File: src/rtl/uart_pkg.sv
// Shared UART definitions used by the buffered transmitter and the receiver.
// Defining UART_TX_PARITY_EN adds the PARITY state to tx_state_t.
package uart_pkg;

    localparam int UART_DATA_BITS = 8;

    typedef enum logic [2:0] {
        TX_IDLE   = 3'd0,
        TX_START  = 3'd1,
        TX_DATA   = 3'd2,
`ifdef UART_TX_PARITY_EN
        TX_PARITY = 3'd3,
`endif
        TX_STOP   = 3'd4
    } tx_state_t;

    // Clock cycles per bit, truncated.
    function automatic int baud_div(input int clk_hz, input int baud);
        return clk_hz / baud;
    endfunction

endpackage

File: src/rtl/uart_byte_fifo.sv
// First-word fall-through byte FIFO: rd_data shows the head entry whenever empty is low.
module uart_byte_fifo
    import uart_pkg::*;
#(
    parameter int DEPTH = 16
) (
    input  logic                      clk,
    input  logic                      rst,
    input  logic                      wr_en,
    input  logic [UART_DATA_BITS-1:0] wr_data,
    input  logic                      rd_en,
    output logic [UART_DATA_BITS-1:0] rd_data,
    output logic                      full,
    output logic                      empty,
    output logic [$clog2(DEPTH):0]    level
);
    localparam int AW = $clog2(DEPTH);
    localparam logic [AW:0] FULL_LEVEL = (AW+1)'(DEPTH);

    logic [UART_DATA_BITS-1:0] mem_q [DEPTH];
    logic [AW-1:0] wr_ptr_q, wr_ptr_d;
    logic [AW-1:0] rd_ptr_q, rd_ptr_d;
    logic [AW:0]   level_q, level_d;
    logic          do_wr, do_rd;

    assign full    = (level_q == FULL_LEVEL);
    assign empty   = (level_q == '0);
    assign level   = level_q;
    assign rd_data = mem_q[rd_ptr_q];
    assign do_wr   = wr_en && !full;
    assign do_rd   = rd_en && !empty;

    always_comb begin
        wr_ptr_d = wr_ptr_q;
        rd_ptr_d = rd_ptr_q;
        level_d  = level_q;
        if (do_wr) wr_ptr_d = wr_ptr_q + AW'(1);
        if (do_rd) rd_ptr_d = rd_ptr_q + AW'(1);
        // Simultaneous push and pop leaves the occupancy unchanged.
        if (do_wr && !do_rd)      level_d = level_q + (AW+1)'(1);
        else if (!do_wr && do_rd) level_d = level_q - (AW+1)'(1);
    end

    always_ff @(posedge clk) begin
        if (rst) begin
            wr_ptr_q <= '0;
            rd_ptr_q <= '0;
            level_q  <= '0;
        end else begin
            wr_ptr_q <= wr_ptr_d;
            rd_ptr_q <= rd_ptr_d;
            level_q  <= level_d;
        end
    end

    always_ff @(posedge clk) begin
        if (do_wr) mem_q[wr_ptr_q] <= wr_data;
    end

endmodule

File: src/rtl/uart_tx_buffered.sv
// Buffered UART transmitter: FIFO-fed 8N1 serialiser, LSB first, registered tx line.
// Define UART_TX_PARITY_EN to insert an even-parity bit (8E1 frames).
module uart_tx_buffered
    import uart_pkg::*;
#(
    parameter int CLK_SPEED = 27000000,
    parameter int BAUD_RATE = 115200,
    parameter int DEPTH     = 16
) (
    input  logic                   clk,
    input  logic                   rst,
    input  logic [7:0]             in_data,
    input  logic                   in_valid,
    output logic                   in_ready,
    output logic                   tx,
    output logic                   busy,
    output logic [$clog2(DEPTH):0] level
);
    localparam int DIV   = baud_div(CLK_SPEED, BAUD_RATE);
    localparam int CNT_W = (DIV > 1) ? $clog2(DIV) : 1;
    localparam logic [CNT_W-1:0] BAUD_LAST = CNT_W'(DIV - 1);

    tx_state_t                 state_q, state_d;
    logic [CNT_W-1:0]          baud_q, baud_d;
    logic [2:0]                bit_q, bit_d;
    logic [UART_DATA_BITS-1:0] shift_q, shift_d;
    logic                      tx_q, tx_d;
`ifdef UART_TX_PARITY_EN
    logic                      parity_q, parity_d;
`endif
    logic                      pop, push, full, empty, baud_end;
    logic [UART_DATA_BITS-1:0] fifo_data;

    assign in_ready = !full && !rst;
    assign push     = in_valid && in_ready;
    assign tx       = tx_q;
    assign busy     = (state_q != TX_IDLE) || (level != '0);
    assign baud_end = (baud_q == BAUD_LAST);

    uart_byte_fifo #(.DEPTH(DEPTH)) u_fifo (
        .clk     (clk),
        .rst     (rst),
        .wr_en   (push),
        .wr_data (in_data),
        .rd_en   (pop),
        .rd_data (fifo_data),
        .full    (full),
        .empty   (empty),
        .level   (level)
    );

    // tx_d carries the line level of the state being entered, so tx stays glitch-free.
    always_comb begin
        state_d = state_q;
        baud_d  = baud_q + CNT_W'(1);
        bit_d   = bit_q;
        shift_d = shift_q;
        tx_d    = tx_q;
        pop     = 1'b0;
`ifdef UART_TX_PARITY_EN
        parity_d = parity_q;
`endif
        case (state_q)
            TX_IDLE: begin
                baud_d = '0;
                tx_d   = 1'b1;
                if (!empty) begin
                    pop     = 1'b1;
                    shift_d = fifo_data;
                    state_d = TX_START;
                    tx_d    = 1'b0;
`ifdef UART_TX_PARITY_EN
                    parity_d = ^fifo_data;
`endif
                end
            end
            TX_START: begin
                if (baud_end) begin
                    baud_d  = '0;
                    state_d = TX_DATA;
                    tx_d    = shift_q[0];
                end
            end
            TX_DATA: begin
                if (baud_end) begin
                    baud_d  = '0;
                    bit_d   = bit_q + 3'd1;
                    shift_d = shift_q >> 1;
                    if (bit_q == 3'd7) begin
`ifdef UART_TX_PARITY_EN
                        state_d = TX_PARITY;
                        tx_d    = parity_q;
`else
                        state_d = TX_STOP;
                        tx_d    = 1'b1;
`endif
                    end else begin
                        tx_d = shift_q[1];
                    end
                end
            end
`ifdef UART_TX_PARITY_EN
            TX_PARITY: begin
                if (baud_end) begin
                    baud_d  = '0;
                    state_d = TX_STOP;
                    tx_d    = 1'b1;
                end
            end
`endif
            TX_STOP: begin
                if (baud_end) begin
                    baud_d = '0;
                    if (!empty) begin
                        pop     = 1'b1;
                        shift_d = fifo_data;
                        state_d = TX_START;
                        tx_d    = 1'b0;
`ifdef UART_TX_PARITY_EN
                        parity_d = ^fifo_data;
`endif
                    end else begin
                        state_d = TX_IDLE;
                        tx_d    = 1'b1;
                    end
                end
            end
            default: begin
                baud_d  = '0;
                state_d = TX_IDLE;
                tx_d    = 1'b1;
            end
        endcase
    end

    always_ff @(posedge clk) begin
        if (rst) begin
            state_q <= TX_IDLE;
            baud_q  <= '0;
            bit_q   <= '0;
            tx_q    <= 1'b1;
        end else begin
            state_q <= state_d;
            baud_q  <= baud_d;
            bit_q   <= bit_d;
            tx_q    <= tx_d;
        end
    end

    always_ff @(posedge clk) begin
        shift_q <= shift_d;
`ifdef UART_TX_PARITY_EN
        parity_q <= parity_d;
`endif
    end

endmodule

File: config.mk
export PLATFORM = sky130hd
export DESIGN_NAME = uart_tx_buffered
export DESIGN_NICKNAME = d
export VERILOG_FILES = /design/src/rtl/uart_pkg.sv /design/src/rtl/uart_byte_fifo.sv /design/src/rtl/uart_tx_buffered.sv
export SDC_FILE = /design/constraint.sdc
export NUM_CORES = 1
export LEC_CHECK = 0
export ABC_AREA = 1
export CAP_MARGIN = 0
export CORE_MARGIN = 2
export CORE_UTILIZATION = 55
export CTS_CLUSTER_SIZE = 24
export DETAILED_ROUTE_END_ITERATION = 16
export GPL_ROUTABILITY_DRIVEN = 0
export PLACE_DENSITY = 0.75
export SYNTH_ARGS = -nofsm -noshare
export SYNTH_HDL_FRONTEND = slang
export SYNTH_SLANG_ARGS = --single-unit
export TNS_END_PERCENT = 5
File: constraint.sdc
create_clock -name clk -period 2.15 [get_ports clk]
set_input_delay 0.215 -clock clk [delete_from_list [all_inputs] [get_ports clk]]
set_output_delay 0.215 -clock clk [all_outputs]
set_load 0.03 [all_outputs]
==> reports/metrics.cfg <==
[outcome]
status = finished, final reports clean

[cts]
cts_root_buffer = clkbuf_16
cts_tree = done
htree_num_levels = 4
numCtsBuffers = 17
clock_latency_ps = 420
clk_pin_slew_ps = 60
ctsHoldBuffers = 0
clkSinkCount = 168
cts_max_path_buffers = 2

[min_path]
hold_path_startpoint = bit_q[0]$_SDFFE_PP0P_
min_path_type = flop to flop
hold_depth = 1
holdPathEnd = bit_q[0]$_SDFFE_PP0P_

[worst_setup_path]
path_cells = inv_2, ha_4, nand2_4, nor2_4, nand4_4, nand2_2, nand2_4, ha_4, fa_2, o21ai_2, xor2_1, nand2_1, a21oi_1
path_buf_inv = 1
critPathLaunchType = flop
reg2reg_from = baud_q[1]$_SDFF_PP0_
r2r_slack_ps = 80
arrival_ps = 2420
r2r_cells = 13
cpMaxStageDelayCell = fa_2
crit_type = flop to flop
end_kind = flop
worstPathRequired_ps = 2500
worstPathMaxFanout = 3
path_delay_family = adder cells
r2r-end = u_fifo.level[4]$_SDFFE_PP0P_
critPathMaxStageDelay_ps = 410

[sta]
setup_violations = 0
worst_slew_pin_slew_ps = 720.1
maxSlewViolCount = 0
fin_crit_sh_pct = 96.11
fmax_mhz = 483.9
max_slew_margin_pct = 51.84
min_period_ps = 2066
hold_slack_ps = 500.3
hold_viol = 0
fin_worst_skew_ps = 9.009
rsz0062_at_grt = true

[grt]
grt_pass1_wl_um = 25030
antenna_found_initial = 0
grt_usage_pct = 22.84
grt_max_degree = 32
grt_pass1_vias = 4988
grt_overflow = 0

[synthesis]
synth_top_area_cell = edfxtp_1
yosysMostFrequentCell = nand2_1
synth_compound_area_share_pct = 3.720
synth_top_family_by_area = simple AND/OR/NAND/NOR gates
synth_edf_count = 136
synth_flop_cell = edfxtp_1
synth_xor_area_share_pct = 1.184
yosys.area.top_type_share_pct = 55.19
yosysUniqueCellTypes = 36
synth_nets = 758
synthCells = 732
syn_area_um2 = 7400
syn_area_per_cell_um2 = 10.11
synth_commonest_cells = nand2_1, edfxtp_1, nand3_1
yosysWarnings = 0
ys_seq_area_share_pct = 63.85
async_flop_share_pct = 0
synthMuxAreaShare_pct = 0
synth_fa_ha_area_share_pct = 2.638
synth-simple-area-share_pct = 23.20
synthTopCellsByArea = edfxtp_1, nand2_1, dfxtp_1
yosys_register_bits = 168

[layout]
final_net_count = 804
antenna_cells = 0
fillers = 959
drive_gt1_share_pct = 14.56
register_area_um2 = 4732
multiInputGateArea_um2 = 2351
area_delta_synth_final_pct = 16.03

[route]
drt-initial-drc-count = 430
routed_via_density = 5.313
wl_per_cell_um = 15.97
routed_wl_um = 15430
dr_total_vias = 5132
antenna_left = 0
drtPass1Iterations = 5
drc = 0

[power_and_ir_drop]
p_leak_uw = 0.003485
power_uw = 10220
power_density_nw_per_um2 = 1190
max-vdd-ir-drop_mv = 0.6981

[floorplan]
ios = 19
rows = 42
die_x_um = 120.0
dieArea_um2 = 14400
core-area_um2 = 13190
initial_core_util_pct = 56.10
fp.dieH_um = 120.0

[run]
drv_cap = 0

[placed_design]
dp_hpwl_um = 9866
numPortBuffers = 18

per-layer routing:
layer	wire length (um)	vias to the layer above	global-route usage [%]
met1	6350	2399	29.81
met5	0	-	0
li1	-	2514	-
met3	1214	35	5.941
met4	408	0	9.044
met2	7456	184	36.68
how the worst max path moves through the flow:
stage / start / end / slack [ps] / cells after the start
2_1_floorplan: baud_q[0]$_SDFF_PP0_ / u_fifo.level[4]$_SDFFE_PP0P_ / -7 / 12
3_3_place_gp: rst / u_fifo.level[3]$_SDFFE_PP0P_ / 50 / 12
3_5_place_dp: rst / u_fifo.level[3]$_SDFFE_PP0P_ / -40 / 12
4_1_cts: baud_q[1]$_SDFF_PP0_ / u_fifo.level[3]$_SDFFE_PP0P_ / 10 / 15
5_1_grt: baud_q[1]$_SDFF_PP0_ / u_fifo.level[4]$_SDFFE_PP0P_ / -30 / 13
6_report: baud_q[1]$_SDFF_PP0_ / u_fifo.level[4]$_SDFFE_PP0P_ / 80 / 13
area by class of cell:
class | instances | share of cell area [%]
well taps | 176 | 2.565
flip-flops and latches | 168 | 55.12
inverters | 62 | 2.740
clock buffers | 17 | 4.955
clock inverters | 14 | 1.749
repair buffers | 54 | 5.494
multi-input cells | 475 | 27.38
per-stage QoR:
stage	TNS [ps]	area [um^2]	cells	utilization [%]	worst slack (ps)
finish	0	8586	966	65.09	83.55
global route	-33.52	8586	966	65.09	-33.52
CTS	0	8493	964	64.39	10.73
detailed placement	-42.30	7918	933	60.03	-42.30
global placement	0	7918	933	60.03	54.58
floorplan	-6.826	7406	732	-	-6.826
registers in the layout, summed over array words and instances, names as in the netlist, named ones only:
signal and cells:
u_fifo.wr_ptr_q 4, baud_q 8, state_q 3, tx 1, u_fifo.rd_ptr_q 4, u_fifo.level 5, u_fifo.mem_q 128, bit_q 3
shift_q 8
repair_timing:
action / CTS / global route
pin swaps: 0 / 7
setup endpoints to repair: 2 / 3
setup buffers: 0 / 2
hold endpoints to repair: 0 / 0
gates cloned: 0 / 0
resized for setup: 3 / 15
worst reg2reg max path, stage by stage (launching register included):
cell and delay, ps:
dfxtp_2 320, inv_2 60, ha_4 130, nand2_4 50, nor2_4 110, nand4_4 90, nand2_2 100, nand2_4 60
ha_4 180, fa_2 410, o21ai_2 130, xor2_1 150, nand2_1 70, a21oi_1 150
power breakdown:
part / switching, uW / leakage [uW] / internal, uW
clock: 1220 / 0.000277 / 1710
sequential: 204 / 0.00150 / 3820
combinational: 2120 / 0.00171 / 1150
logic make-up after synthesis:
group | count (synthesis)
DFF | 168
adders and majority gates | 15
and+or+nand+nor | 403
xor gates and xnor gates | 10
buffers and inverters | 89
AOI/OAI and AO/OA | 47
placed cells by master, fill, tap and decap left out, types with 3 or more instances in the layout:
cell / count
nand3_2: 4
dfxtp_1: 26
xnor2_1: 4
clkbuf_16: 17
o21ai_0: 12
nor2_2: 4
xor2_1: 6
o211ai_2: 4
nand3_1: 70
nand2_1: 250
a21oi_2: 4
ha_4: 4
nor2_1: 58
clkinv_4: 5
clkdlybuf4s50_1: 16
dfxtp_2: 6
buf_4: 35
nand4_1: 3
o21ai_1: 10
edfxtp_1: 136
nand2_2: 3
inv_1: 52
inv_2: 9
a21oi_1: 15
ha_1: 10
Power figures use the tool's default switching activity.
